==> src/rtl/tc08_motion_ctl.sv <==
// TC08 tape motion sequencer: drives unit select, go and direction to TU55 transports,
// enforcing stop-before-turnaround dwell and a timing-track watchdog while at speed.
module tc08_motion_ctl #(
  parameter int NUM_UNITS   = 8,
  parameter int UP_CYCLES   = 15000000,
  parameter int STOP_CYCLES = 10000000,
  parameter int TMK_TIMEOUT = 4096,
  parameter int CNT_W       = 24
) (
  input  logic                 clk,
  input  logic                 rst_l,
  input  logic                 cmd_valid,
  output logic                 cmd_ready,
  input  logic [2:0]           cmd_unit,
  input  logic [1:0]           cmd_op,
  output logic [NUM_UNITS-1:0] unit_sel_l,
  output logic                 t_go_l,
  output logic                 t_fwd_l,
  input  logic                 t_trk_pos,
  output logic                 up_to_speed,
  output logic                 busy,
  output logic                 timing_err
);

  typedef enum logic [1:0] {IDLE, ACCEL, RUN, DECEL} state_t;

  localparam logic [1:0] OP_STOP  = 2'b00;
  localparam logic [1:0] OP_FWD   = 2'b01;
  localparam logic [1:0] OP_REV   = 2'b10;
  localparam logic [1:0] OP_DESEL = 2'b11;

  localparam logic [CNT_W-1:0] UP_LOAD   = CNT_W'(UP_CYCLES - 1);
  localparam logic [CNT_W-1:0] STOP_LOAD = CNT_W'(STOP_CYCLES - 1);
  localparam logic [CNT_W-1:0] TMK_LIMIT = CNT_W'(TMK_TIMEOUT);

  // Command parked while the transport decelerates; dir=1 means forward.
  typedef struct packed {
    logic       valid;
    logic [2:0] unit;
    logic       dir;
    logic       desel;
  } pend_t;

  state_t               state, state_nxt;
  pend_t                pend, pend_nxt;
  logic [2:0]           cur_unit, cur_unit_nxt;
  logic                 cur_dir, cur_dir_nxt;
  logic [NUM_UNITS-1:0] sel_l, sel_l_nxt;
  logic                 go_l, go_l_nxt;
  logic                 fwd_l, fwd_l_nxt;
  logic [CNT_W-1:0]     dwell, dwell_nxt;
  logic [CNT_W-1:0]     wdog, wdog_nxt;
  logic                 err, err_nxt;
  logic                 trk_s1, trk_s2, trk_s3;

  logic accept, in_range, cmd_move, cmd_desel, cmd_dir, same_cmd, trk_edge;

  function automatic logic [NUM_UNITS-1:0] sel_of(input logic [2:0] u);
    return ~(NUM_UNITS'(1) << u);
  endfunction

  assign accept    = cmd_valid && cmd_ready;
  assign in_range  = 32'(cmd_unit) < NUM_UNITS;
  assign cmd_move  = in_range && (cmd_op == OP_FWD || cmd_op == OP_REV);
  assign cmd_desel = !in_range || cmd_op == OP_DESEL;
  assign cmd_dir   = (cmd_op == OP_FWD);
  assign same_cmd  = cmd_move && cmd_unit == cur_unit && cmd_dir == cur_dir;
  assign trk_edge  = trk_s2 ^ trk_s3;

  // NOTE: sequential state is updated only with non-blocking assignments so every
  // flop samples the pre-edge values, regardless of statement order.
  always_ff @(posedge clk or negedge rst_l) begin
    if (!rst_l) begin
      state    <= IDLE;
      pend     <= '0;
      cur_unit <= '0;
      cur_dir  <= 1'b0;
      sel_l    <= '1;
      go_l     <= 1'b1;
      fwd_l    <= 1'b1;
      dwell    <= '0;
      wdog     <= '0;
      err      <= 1'b0;
      trk_s1   <= 1'b0;
      trk_s2   <= 1'b0;
      trk_s3   <= 1'b0;
    end else begin
      state    <= state_nxt;
      pend     <= pend_nxt;
      cur_unit <= cur_unit_nxt;
      cur_dir  <= cur_dir_nxt;
      sel_l    <= sel_l_nxt;
      go_l     <= go_l_nxt;
      fwd_l    <= fwd_l_nxt;
      dwell    <= dwell_nxt;
      wdog     <= wdog_nxt;
      err      <= err_nxt;
      trk_s1   <= t_trk_pos;
      trk_s2   <= trk_s1;
      trk_s3   <= trk_s2;
    end
  end

  // NOTE: every signal assigned here gets a default first, so no path can leave one
  // unassigned and infer a latch.
  always_comb begin
    state_nxt    = state;
    pend_nxt     = pend;
    cur_unit_nxt = cur_unit;
    cur_dir_nxt  = cur_dir;
    sel_l_nxt    = sel_l;
    go_l_nxt     = go_l;
    fwd_l_nxt    = fwd_l;
    dwell_nxt    = (dwell != '0) ? dwell - 1'b1 : '0;
    wdog_nxt     = '0;
    err_nxt      = accept ? 1'b0 : err;

    unique case (state)
      IDLE: begin
        if (accept && cmd_move) begin
          cur_unit_nxt = cmd_unit;
          cur_dir_nxt  = cmd_dir;
          sel_l_nxt    = sel_of(cmd_unit);
          go_l_nxt     = 1'b0;
          fwd_l_nxt    = !cmd_dir;
          dwell_nxt    = UP_LOAD;
          state_nxt    = ACCEL;
        end else if (accept && cmd_desel) begin
          sel_l_nxt = '1;
        end
      end

      ACCEL, RUN: begin
        if (state == RUN) wdog_nxt = trk_edge ? '0 : wdog + 1'b1;
        if (state == RUN && wdog_nxt >= TMK_LIMIT) begin
          // Lost tape motion: the error set overrides a coincident command's clear.
          err_nxt   = 1'b1;
          wdog_nxt  = '0;
          pend_nxt  = '0;
          go_l_nxt  = 1'b1;
          dwell_nxt = STOP_LOAD;
          state_nxt = DECEL;
        end else if (accept && !same_cmd) begin
          pend_nxt.valid = cmd_move;
          pend_nxt.unit  = cmd_unit;
          pend_nxt.dir   = cmd_dir;
          pend_nxt.desel = cmd_desel;
          wdog_nxt       = '0;
          go_l_nxt       = 1'b1;
          dwell_nxt      = STOP_LOAD;
          state_nxt      = DECEL;
        end else if (state == ACCEL && dwell == '0) begin
          wdog_nxt  = '0;
          state_nxt = RUN;
        end
      end

      DECEL: begin
        if (dwell == '0) begin
          pend_nxt = '0;
          if (pend.valid) begin
            cur_unit_nxt = pend.unit;
            cur_dir_nxt  = pend.dir;
            sel_l_nxt    = sel_of(pend.unit);
            fwd_l_nxt    = !pend.dir;
            go_l_nxt     = 1'b0;
            dwell_nxt    = UP_LOAD;
            state_nxt    = ACCEL;
          end else begin
            if (pend.desel) sel_l_nxt = '1;
            state_nxt = IDLE;
          end
        end
      end

      default: state_nxt = IDLE;
    endcase
  end

  always_comb begin
    cmd_ready   = (state != DECEL);
    up_to_speed = (state == RUN);
    busy        = (state != IDLE);
    unit_sel_l  = sel_l;
    t_go_l      = go_l;
    t_fwd_l     = fwd_l;
    timing_err  = err;
  end

endmodule
==> config.mk <==
export PLATFORM = sky130hd
export DESIGN_NAME = tc08_motion_ctl
export DESIGN_NICKNAME = d
export VERILOG_FILES = /design/src/rtl/tc08_motion_ctl.sv
export SDC_FILE = /design/constraint.sdc
export NUM_CORES = 1
export LEC_CHECK = 0
export ABC_AREA = 1
export CAP_MARGIN = 30
export CORE_ASPECT_RATIO = 1.25
export CORE_MARGIN = 1
export CORE_UTILIZATION = 28
export CTS_BUF_LIST = sky130_fd_sc_hd__clkbuf_4 sky130_fd_sc_hd__clkbuf_8 sky130_fd_sc_hd__clkbuf_16
export CTS_CLUSTER_DIAMETER = 150
export CTS_CLUSTER_SIZE = 25
export DETAILED_ROUTE_END_ITERATION = 8
export PLACE_DENSITY = 0.48
export SLEW_MARGIN = 40
export SYNTH_ARGS = -nofsm -noshare
export SYNTH_HDL_FRONTEND = slang
export SYNTH_SLANG_ARGS = --single-unit
export TNS_END_PERCENT = 1
==> constraint.sdc <==
create_clock -name clk -period 3.1 [get_ports clk]
set_clock_uncertainty 0.2 [all_clocks]
set_input_delay 0.465 -clock clk [delete_from_list [all_inputs] [get_ports clk]]
set_output_delay 0.465 -clock clk [all_outputs]
set_load 0.02 [all_outputs]
==> results_dict.tcl <==
set metrics [dict create \
    synth_seq_cells 74 \
    worst_hold_path_type "flop to flop" \
    tightest_slew_ns 0.854 \
    slew_viol_final 0 \
    cts.reportedPaths.clkPinSlew_ns 0.06 \
    crit_start "state[0]$_DFFE_PN0P_" \
    grt_pass1_vias 4297 \
    cts_buffer_depth 2 \
    gp_congestion 0.866 \
    p_sw_mw 2.36 \
    yosysTopAreaCellShare_pct 33.9 \
    synth_edf_count 0 \
    clk_latency_ns 0.35 \
    period_share_pct 88.4 \
    drive_gt1_share_pct 12.9 \
    gr-usage-all-layers_pct 15.2 \
    drtAntennaViolNets 0 \
    post_cts_resized 0 \
    r2r_end "wdog[8]$_DFF_PN0_" \
    cts-root-buf "clkbuf_16" \
    p_total_mw 5.40 \
    finalHoldViolations 0 \
    place_ws_ns 0.0731 \
    start_util_pct 28.9 \
    clkSinkCount 74 \
    critPathMaxFanout 12 \
    drt_iter0_markers 190 \
    grt_antenna_before_repair 0 \
    fin_area_sq_um 5620 \
    crit_required_ns 2.43 \
    combPwrFrac_pct 50.2 \
    synth_area_leaders "dfrtp_1 (34%), nand2_1 (13%), nor2_1 (6.9%)" \
    cellPowerDensity_nw_per_um2 962 \
    power.clock.fraction_pct 21.3 \
    vias 4287 \
    cts_max_level 3 \
    cts_setup_buffers 0 \
    async_flop_share_pct 100 \
    yosys_warnings 0 \
    leakagePower_nw 2.62 \
    synth_area_sq_um 4730 \
    drv_cap 0 \
    finalSetupTns_ns 0 \
    area_delta_synth_final_pct 18.9 \
    p_sw_share_pct 43.8 \
    grt_pass1_wl_mm 20.8 \
    internal_power_mw 3.04 \
    synth_cell_type_count 44 \
    finalCoreUtilization_pct 34.4 \
    synth_commonest_cells "nand2_1 (158), nor2_1 (87), inv_1 (67), dfrtp_1 (64), nand3_1 (60)" \
    fp-row-count 52 \
    min_period_ns 2.74 \
    synth_cells 650 \
    final_cells 914 \
    finalSetupViolations 0 \
    ys_seq_area_share_pct 39.4 \
    p_seq_share_pct 28.5 \
    endpoint "busy" \
    synth_area_leader_cell "dfrtp_1" \
    grt_overflow 0 \
    whs_ns 0.157 \
    dp_hpwl_mm 9.08 \
    post_drt_wl_per_cell_um 13.6 \
    antenna_cells 0 \
    path_class "flop to primary output" \
    ys.flop_type "dfrtp_1" \
    io_pins 23 \
    start_kind "flop" \
    portBuffers 22 \
    peakVddDrop_mv 0.483 \
    r2r_slack_ns 0.44 \
    critical_path_arrival_ns 2.08 \
    rsz0062_at_grt "false" \
    max_freq_mhz 365 \
    tritoncts "done" \
    drc_errors 0 \
    cts_made_buffers 9 \
    firstDrtPassIters 4 \
    r2r_start "wdog[1]$_DFF_PN0_" \
    worst_slack_ns 0.360 \
    avgSynthCellArea_sq_um 7.27 \
    end_kind "primary output" \
    grt_max_degree 75 \
    nets 710 \
    vias_per_cell 4.69 \
    synth.most_common_cell "nand2_1" \
    core_area_sq_um 16300 \
    die_area_sq_um 17400 \
    hold_buffers 1 \
    routed_wl_mm 12.4 \
    worstRegToRegCells 14 \
    dieHeight_um 147 \
    dp.cells 897 \
    dpl_cell_area_sq_um 5280 \
    max_slew_margin_pct 42.4 \
    status "complete, no violations" \
    die_w_um 118 \
]
==> critical path, cell delays in order, from the launching register on <==
cell and delay (ns):
dfrtp_1 0.40, inv_1 0.08, ha_1 0.21, inv_1 0.35, clkdlybuf4s50_1 0.70
==> per-layer routing <==
metal	vias to the layer above	routed length [um]	global-route usage, %
met4	0	326	8.97
li1	2185	-	-
met3	24	331	2.06
met2	67	6350	27.0
met1	2011	5380	17.3
met5	-	0	0
==> flip-flops by register name, summed over array words and instances (netlist names) <==
register and flops:
trk_s3 1, trk_s1 1, dwell 24, state 2, pend 6, cur_unit 3, timing_err 1, trk_s2 1
unit_sel_l 8, t_go_l 1, t_fwd_l 1, wdog 24, cur_dir 1
==> power groups by stage <==
stage | combinational (mW) | clock, mW | sequential, mW
after global placement | 2.69 | 0 | 1.55
after global routing | 3.06 | 1.22 | 1.58
after CTS | 2.74 | 1.19 | 1.54
final | 2.71 | 1.15 | 1.54
after floorplan | 1.86 | 0 | 1.59
after detailed placement | 2.73 | 0 | 1.55
==> logic make-up (layout without fill, tap and decap cells) <==
kind of cell    count (synthesis)  in the layout  share of synthesized area, %
simple gates                  369            369                          35.7
compound gates                 94             94                          11.9
buf+inv                        86            123                          7.39
fa+ha+maj                       8              8                          2.12
flops                          74             74                          39.4
other cells                     1             12                        0.0794
xor+xnor                       18             18                          3.34
==> cell type report <==
type	count	area [sq um]
Multi-Input combinational cell	501	2550
Sequential cell	74	1860
Timing Repair Buffer	34	327
Fill cell	1753	10700
Clock inverter	5	77.6
Tap cell	216	270
Inverter	73	279
Clock buffer	11	246
==> placed cells by master (no fill, tap or decap), drive strengths merged, types with 2 or more instances in the layout <==
cell | Yosys | routed
clkdlybuf4s50 | 0 | 21
conb | 1 | 12
ha | 8 | 8
xor2 | 14 | 14
a21oi | 29 | 29
or2 | 10 | 10
a21boi | 2 | 2
xnor2 | 4 | 4
o22ai | 5 | 5
clkinv | 2 | 4
bufinv | 0 | 2
nand4 | 4 | 4
o21bai | 6 | 6
inv | 71 | 71
o221ai | 8 | 8
nand3 | 62 | 62
nor3 | 16 | 16
o21ai | 30 | 30
nand2 | 167 | 167
o21a | 7 | 7
dfrtp | 64 | 64
dfstp | 10 | 10
o31ai | 2 | 2
clkbuf | 4 | 11
buf | 9 | 12
nor2 | 107 | 107
==> worst min-delay path by stage <==
stage,cells after the start,from,slack [ns],to
floorplan,0,rst_l,-0.03,cur_dir$_DFFE_PN0P_
CTS,0,trk_s1$_DFF_PN0_,0.16,trk_s2$_DFF_PN0_
global placement,0,trk_s1$_DFF_PN0_,0.15,trk_s2$_DFF_PN0_
detailed placement,0,trk_s1$_DFF_PN0_,0.14,trk_s2$_DFF_PN0_
global route,0,trk_s1$_DFF_PN0_,0.17,trk_s2$_DFF_PN0_
finish,0,trk_s1$_DFF_PN0_,0.16,trk_s2$_DFF_PN0_
No activity file was read; power rests on OpenSTA's default activity.
